===== config.mk =====
export PLATFORM = sky130hd
export DESIGN_NAME = mips_step_controller
export DESIGN_NICKNAME = d
export VERILOG_FILES = /design/src/rtl/mips_step_controller.sv
export SDC_FILE = /design/constraint.sdc
export NUM_CORES = 1
export LEC_CHECK = 0
export BUFFER_PORTS_ARGS = -buffer_cell sky130_fd_sc_hd__clkbuf_2
export CORE_MARGIN = 5
export CORE_UTILIZATION = 24
export DETAILED_ROUTE_END_ITERATION = 10
export PLACE_DENSITY = 0.52
export SETUP_SLACK_MARGIN = 0.2
export SLEW_MARGIN = 20
export SYNTH_ARGS = -nofsm -noshare
export SYNTH_HDL_FRONTEND = slang
export SYNTH_SLANG_ARGS = --single-unit

===== constraint.sdc =====
create_clock -name clock -period 6.7 [get_ports clock]
set_input_delay 0.335 -clock clock [delete_from_list [all_inputs] [get_ports clock]]
set_output_delay 0.335 -clock clock [all_outputs]
set_load 0.01 [all_outputs]

===== src/rtl/mips_step_controller.sv =====
// Run/step controller for the single-cycle mips core: gates the core through
// core_en, counts retired instructions and reports busy/done/halted.
module mips_step_controller #(
    parameter int CNT_W         = 32,
    parameter int DEFAULT_LIMIT = 6
) (
    input  logic             clock,
    input  logic             reset,
    input  logic             start,
    input  logic             step,
    input  logic             abort,
    input  logic [CNT_W-1:0] limit_in,
    input  logic             core_halt,
    output logic             core_en,
    output logic [CNT_W-1:0] instr_count,
    output logic             busy,
    output logic             done,
    output logic             halted
);

    typedef enum logic [1:0] {
        IDLE   = 2'd0,
        RUN    = 2'd1,
        STEP   = 2'd2,
        FINISH = 2'd3
    } state_t;

    localparam logic [CNT_W-1:0] DEF_LIMIT = CNT_W'(DEFAULT_LIMIT);
    localparam logic [CNT_W-1:0] ONE       = CNT_W'(1);

    state_t           state_reg, state_next;
    logic [CNT_W-1:0] remaining_reg, remaining_next;
    logic [CNT_W-1:0] count_reg, count_next;
    logic             halted_reg, halted_next;
    logic [CNT_W-1:0] start_budget;

    // A zero limit means "use the default budget".
    assign start_budget = (limit_in == '0) ? DEF_LIMIT : limit_in;

    always_ff @(posedge clock) begin
        if (reset) begin
            state_reg     <= IDLE;
            remaining_reg <= '0;
            count_reg     <= '0;
            halted_reg    <= 1'b0;
        end else begin
            state_reg     <= state_next;
            remaining_reg <= remaining_next;
            count_reg     <= count_next;
            halted_reg    <= halted_next;
        end
    end

    always_comb begin
        state_next     = state_reg;
        remaining_next = remaining_reg;
        count_next     = count_reg;
        halted_next    = halted_reg;
        core_en        = 1'b0;
        busy           = 1'b0;
        done           = 1'b0;

        case (state_reg)
            IDLE: begin
                if (!halted_reg) begin
                    if (start) begin
                        state_next     = RUN;
                        remaining_next = start_budget;
                    end else if (step) begin
                        state_next = STEP;
                    end
                end
            end

            RUN: begin
                busy = 1'b1;
                // Abort suppresses this cycle's enable, so nothing retires.
                if (abort) begin
                    state_next = FINISH;
                end else begin
                    core_en        = 1'b1;
                    count_next     = count_reg + ONE;
                    remaining_next = remaining_reg - ONE;
                    if (core_halt) begin
                        halted_next = 1'b1;
                        state_next  = FINISH;
                    end else if (remaining_reg == ONE) begin
                        state_next = FINISH;
                    end
                end
            end

            STEP: begin
                busy       = 1'b1;
                core_en    = 1'b1;
                count_next = count_reg + ONE;
                if (core_halt) begin
                    halted_next = 1'b1;
                end
                state_next = FINISH;
            end

            FINISH: begin
                done       = 1'b1;
                state_next = IDLE;
            end

            default: begin
                state_next = IDLE;
            end
        endcase
    end

    assign instr_count = count_reg;
    assign halted      = halted_reg;

endmodule


After elaboration in Yosys (flattened, before gate mapping) --
Index checks and enable logic that the tools add are counted.
Cells by class: add/subtract/negate cells 2, muxes and demuxes 21, equality and inequality tests 9, reduce and logical (&&, ||, !) cells 8
Operators by type and width (number):
- two-way mux 32 bit | 5
- one-hot mux 32 bit (2 select lines) | 2
- adder 32 x 1 -> 32 bit, second input constant | 1
- == test 32 x 1 -> 1 bit, second input constant | 1
- zero test 32 bit | 1
- subtractor 32 x 1 -> 32 bit, second input constant | 1
- two-way mux 2 bit | 6
- one-hot mux 2 bit (4 select lines) | 1
- inequality test 2 bit, second input constant | 3
- two-way mux 1 bit | 5
- == test 2 bit, second input constant | 2
- inequality test 4 bit, second input constant | 1
- one-hot mux 1 bit (2 select lines) | 2
- AND reduction 4 bit | 1
- nonzero test 2 bit | 2
- inequality test 3 bit, second input constant | 1
- AND reduction 3 bit | 1
- == test 2 x 1 -> 1 bit, second input constant | 1
- zero test 2 bit | 1
- AND reduction 2 bit | 1
- OR reduction 2 bit | 1
Storage, ports and cells: logic and storage cells 44, register bits 67, output and inout bits 36, input port bits 38

Longest topological paths before layout --
word-level depth 5, depth in mapped cells 10, depth with buffers taken out 7

Least setup slack after synthesis --
Ideal clock, no wire load.
path kind register to register, from reg state_reg[1], to reg remaining_reg[29], arrival 1.990 ns, path buffers 2, setup time 0.134 ns, period minus slack after synthesis 2.124 ns, path slack 4.576 ns, cell stages (with the launch flop) 10, data required time 6.566 ns, path through dfxtp_1 inv_1 ha_1 buf_2 and2_1 a211oi_1 clkbuf_1 nand2_1 a22oi_1 o22ai_1
On the way: longest elaborated chain between the ends 3, elaborated cells between the ends (all ways) 8, those cells by class 4 x eq/ne; 1 x mux; 3 x reduce/logical
Ends and longest elaborated chain:
- from (decl) | RTL line 31 | state_t state_reg, state_next;
- from (signal assigned) | RTL line 47 | state_reg <= state_next;
- == test 2 x 1 -> 1 bit / zero test 2 bit (equally long branches) | RTL line 63 | case (state_reg)
- inequality test 2 bit (no line) / nonzero test 2 bit (equally long branches)
- AND reduction 4 bit (no line)
- to (signal assigned) | RTL line 48 | remaining_reg <= remaining_next;
- to (decl) | RTL line 32 | logic [CNT_W-1:0] remaining_reg, remaining_next;
Several ways; a longest one is shown, not always the timed one. A chain may end at the register's enable or synchronous reset.

Final worst setup path --
from reg state_reg[1], to reg remaining_reg[21]
The elaborated chain is that of the path after synthesis.

==> impl_results.md <==
* Status: finished clean
* Fmax at ~0.36 GHz
* Synthesis-to-layout area growth at 22.1%
* First-pass DRT Iterations at 5
* Longest Clk Path Bufs at 2
* Post-synth EDFFs at 0
* Ant diodes at 0
* Cell count after synthesis at between 500 and 600
* Met3 WL at about 700 µm
* IO Port Bufs at 73
* Setup Skew at approximately 0.0072 ns
* Routed Antenna Nets at 0
* Share of layout cells above drive strength 1 at 0.192
* CTS Buf Count at 9
* Routed WL at 11900 µm
* Post-synth top area cell: dfxtp_1
* Via count at between 3000 and 4000
* Core Region at roughly 16000 µm²
* DR WL/cell at 15.2 µm
* Startpoint Class: register
* Vias per cell at between 5 and 6
* GRT Total Usage at 0.127
* Initial antenna violation count at 0
* Static leakage at around 0.0019 µW
* Die H at about 140 µm
* Hold crit path type: in -> reg
* Pre-CTS WS at around 3.6 ns
* CTS tree: done
* Die ar. at roughly 19000 µm²
* Die width at 138 µm
* Resize count post-CTS at 0
* Synth Net Count at roughly 550
* # DRC at 0
* RePlAce Congestion at approximately 0.81
* RSZ-0062 raised after global routing: no
* Tmin final at roughly 2.8 ns
* Total grt overflow at 0
* Pin count of the biggest net entering global routing at 81
* # Post-CTS Setup Buffers at 0
* #FFs+latches synth at between 60 and 70
* Tcrit/Tclk final at 0.419
* P per Cell Area at 428 nW/µm²
* Count leader, synth: dfxtp_1
* Initial Util at 0.246
* Final design utilization at 0.300
* Met1 WL at roughly 5400 µm
* Setup Viol. Count Final at 0
* CTS root buffer: clkbuf_16
* Final hold vios at 0
* Worst setup EP type: register
* Area of the multi-input gates at 2400 µm²
* Max Cap Viol at 0
* Post-synth top cells: dfxtp_1, nor2_1, nand2_1
* Clock sink count at 67
* H-tree Lvls at 3
* Synth Warn # at 0
* Met2 wire length at around 5500 µm
* Clock Latency Late Sink at about 0.34 ns
* Post-synth top area share at 0.342
* Top post-synthesis cells by area: dfxtp_1, nor2_1, xor2_1
* Post-synthesis cell type count at 58
* Worst EP arrival at approximately 3.0 ns
* Setup_tns at 0 ns
* First-pass GRT wire length at about 19000 µm
* Nets at between 600 and 700
* Ports at 74
* DP Wirelength at roughly 8500 µm
* Max transition margin at 0.403
* Asr flop ratio synth at 0
* Worst VDD drop at around 0.00015 V
* Cts hold-fix bufs at 0
* Main flop type after synthesis: dfxtp_1
* Initial DRC Count at between 200 and 300
* Clock transition at the registers of the reported paths at ~0.060 ns
* Critical Path Fanout Max at 80
* Post-synthesis area per instance at 7.80 µm²
* Final setup margin at 3.89 ns
* Vias in the first global route at approximately 3800
* Worst slew pin tran at about 0.89 ns
* Rows at 46
* DR top layer: met4
* CP required at between 6 and 7 ns
* Sequential-to-total area share from yosys stat at 0.342
* # fillers at 1720
* Critical path class: reg -> reg
* Slew Viols, Final at 0
* Synthesized area at between 3000 and 4000 µm²
* FF/Latch Area at 1340 µm²
==> per-layer routing <==
layer / global-route usage / up-vias
met1: 0.165 / 1873
met5: 0 / -
met3: 0.0294 / 24
li1: - / 1962
met4: 0.0527 / 0
met2: 0.204 / 118
==> worst max-delay path, cell delays in order, from the launching register on <==
cell	delay (ns)
dfxtp_1	0.34
inv_1	0.09
ha_2	0.16
buf_4	0.57
and2_1	0.30
a211o_1	0.34
buf_4	0.36
nor2_1	0.16
a221o_1	0.37
==> per-stage QoR <==
| step | cells | power (µW) | instance area (µm²) | hold WS [ns] |
|---|---|---|---|---|
| after floorplan | 503 | 1330 | 3920 | 0.460 |
| after global placement | 766 | 1570 | 4510 | 0.485 |
| after detailed placement | 766 | 1600 | 4510 | 0.496 |
| after CTS | 782 | 2050 | 4780 | 0.290 |
| after global routing | 783 | 2210 | 4790 | 0.319 |
| final | 783 | 2050 | 4790 | 0.288 |
==> cells in the final DEF, fill, tap and decap left out, types with 5 or more instances in the layout <==
cell type | netlist | routed
nor3_1 | 16 | 16
and3_1 | 9 | 9
a211oi_1 | 6 | 5
a31oi_1 | 6 | 6
buf_4 | 0 | 7
clkbuf_2 | 0 | 73
xor2_1 | 26 | 26
nor2b_1 | 10 | 10
nand3_1 | 20 | 20
mux2i_1 | 8 | 8
o22ai_1 | 11 | 11
nor4_1 | 12 | 12
o32ai_1 | 5 | 5
inv_1 | 20 | 20
nand2_1 | 40 | 40
o21ai_0 | 20 | 20
clkbuf_16 | 0 | 9
or4_1 | 6 | 6
dfxtp_1 | 67 | 67
a21oi_1 | 21 | 21
ha_1 | 7 | 6
nand4_1 | 22 | 22
xnor2_1 | 6 | 6
nor3b_1 | 8 | 8
nand2b_1 | 7 | 7
nor2_1 | 62 | 62
==> report_power, final <==
group          leakage, µW  switching, µW  internal [µW]
Sequential        0.000546            112            493
Combinational      0.00120            641            367
Clock             0.000128            187            250
==> layout make-up <==
cell class | count | share of cell area
clock buffer | 10 | 0.0478
timing repair buffer | 81 | 0.0896
clock inverter | 6 | 0.00888
multi-input combinational | 383 | 0.502
sequential | 67 | 0.280
inverter | 20 | 0.0157
tap | 216 | 0.0564
==> cell families (layout without fill, tap and decap cells) <==
group | Yosys count | after routing | share of synthesized area
xor gates and xnor gates | 32 | 32 | 0.0714
and+or+nand+nor | 231 | 231 | 0.311
AOI/OAI and AO/OA | 104 | 104 | 0.178
muxes | 9 | 9 | 0.0233
adders and majority gates | 7 | 7 | 0.0223
buffers and inverters | 53 | 117 | 0.0523
DFF | 67 | 67 | 0.342
==> final timing paths <==
path	from	end	slack, ns	depth (start not counted)
worst max-delay path	state_reg[1]	remaining_reg[21]	3.89	8
worst min-delay path	core_halt	halted	0.29	3
worst max register to register	state_reg[1]	remaining_reg[21]	3.89	8
worst min register to register	remaining_reg[7]	remaining_reg[7]	0.50	2
No activity file was read; power rests on OpenSTA's default activity.
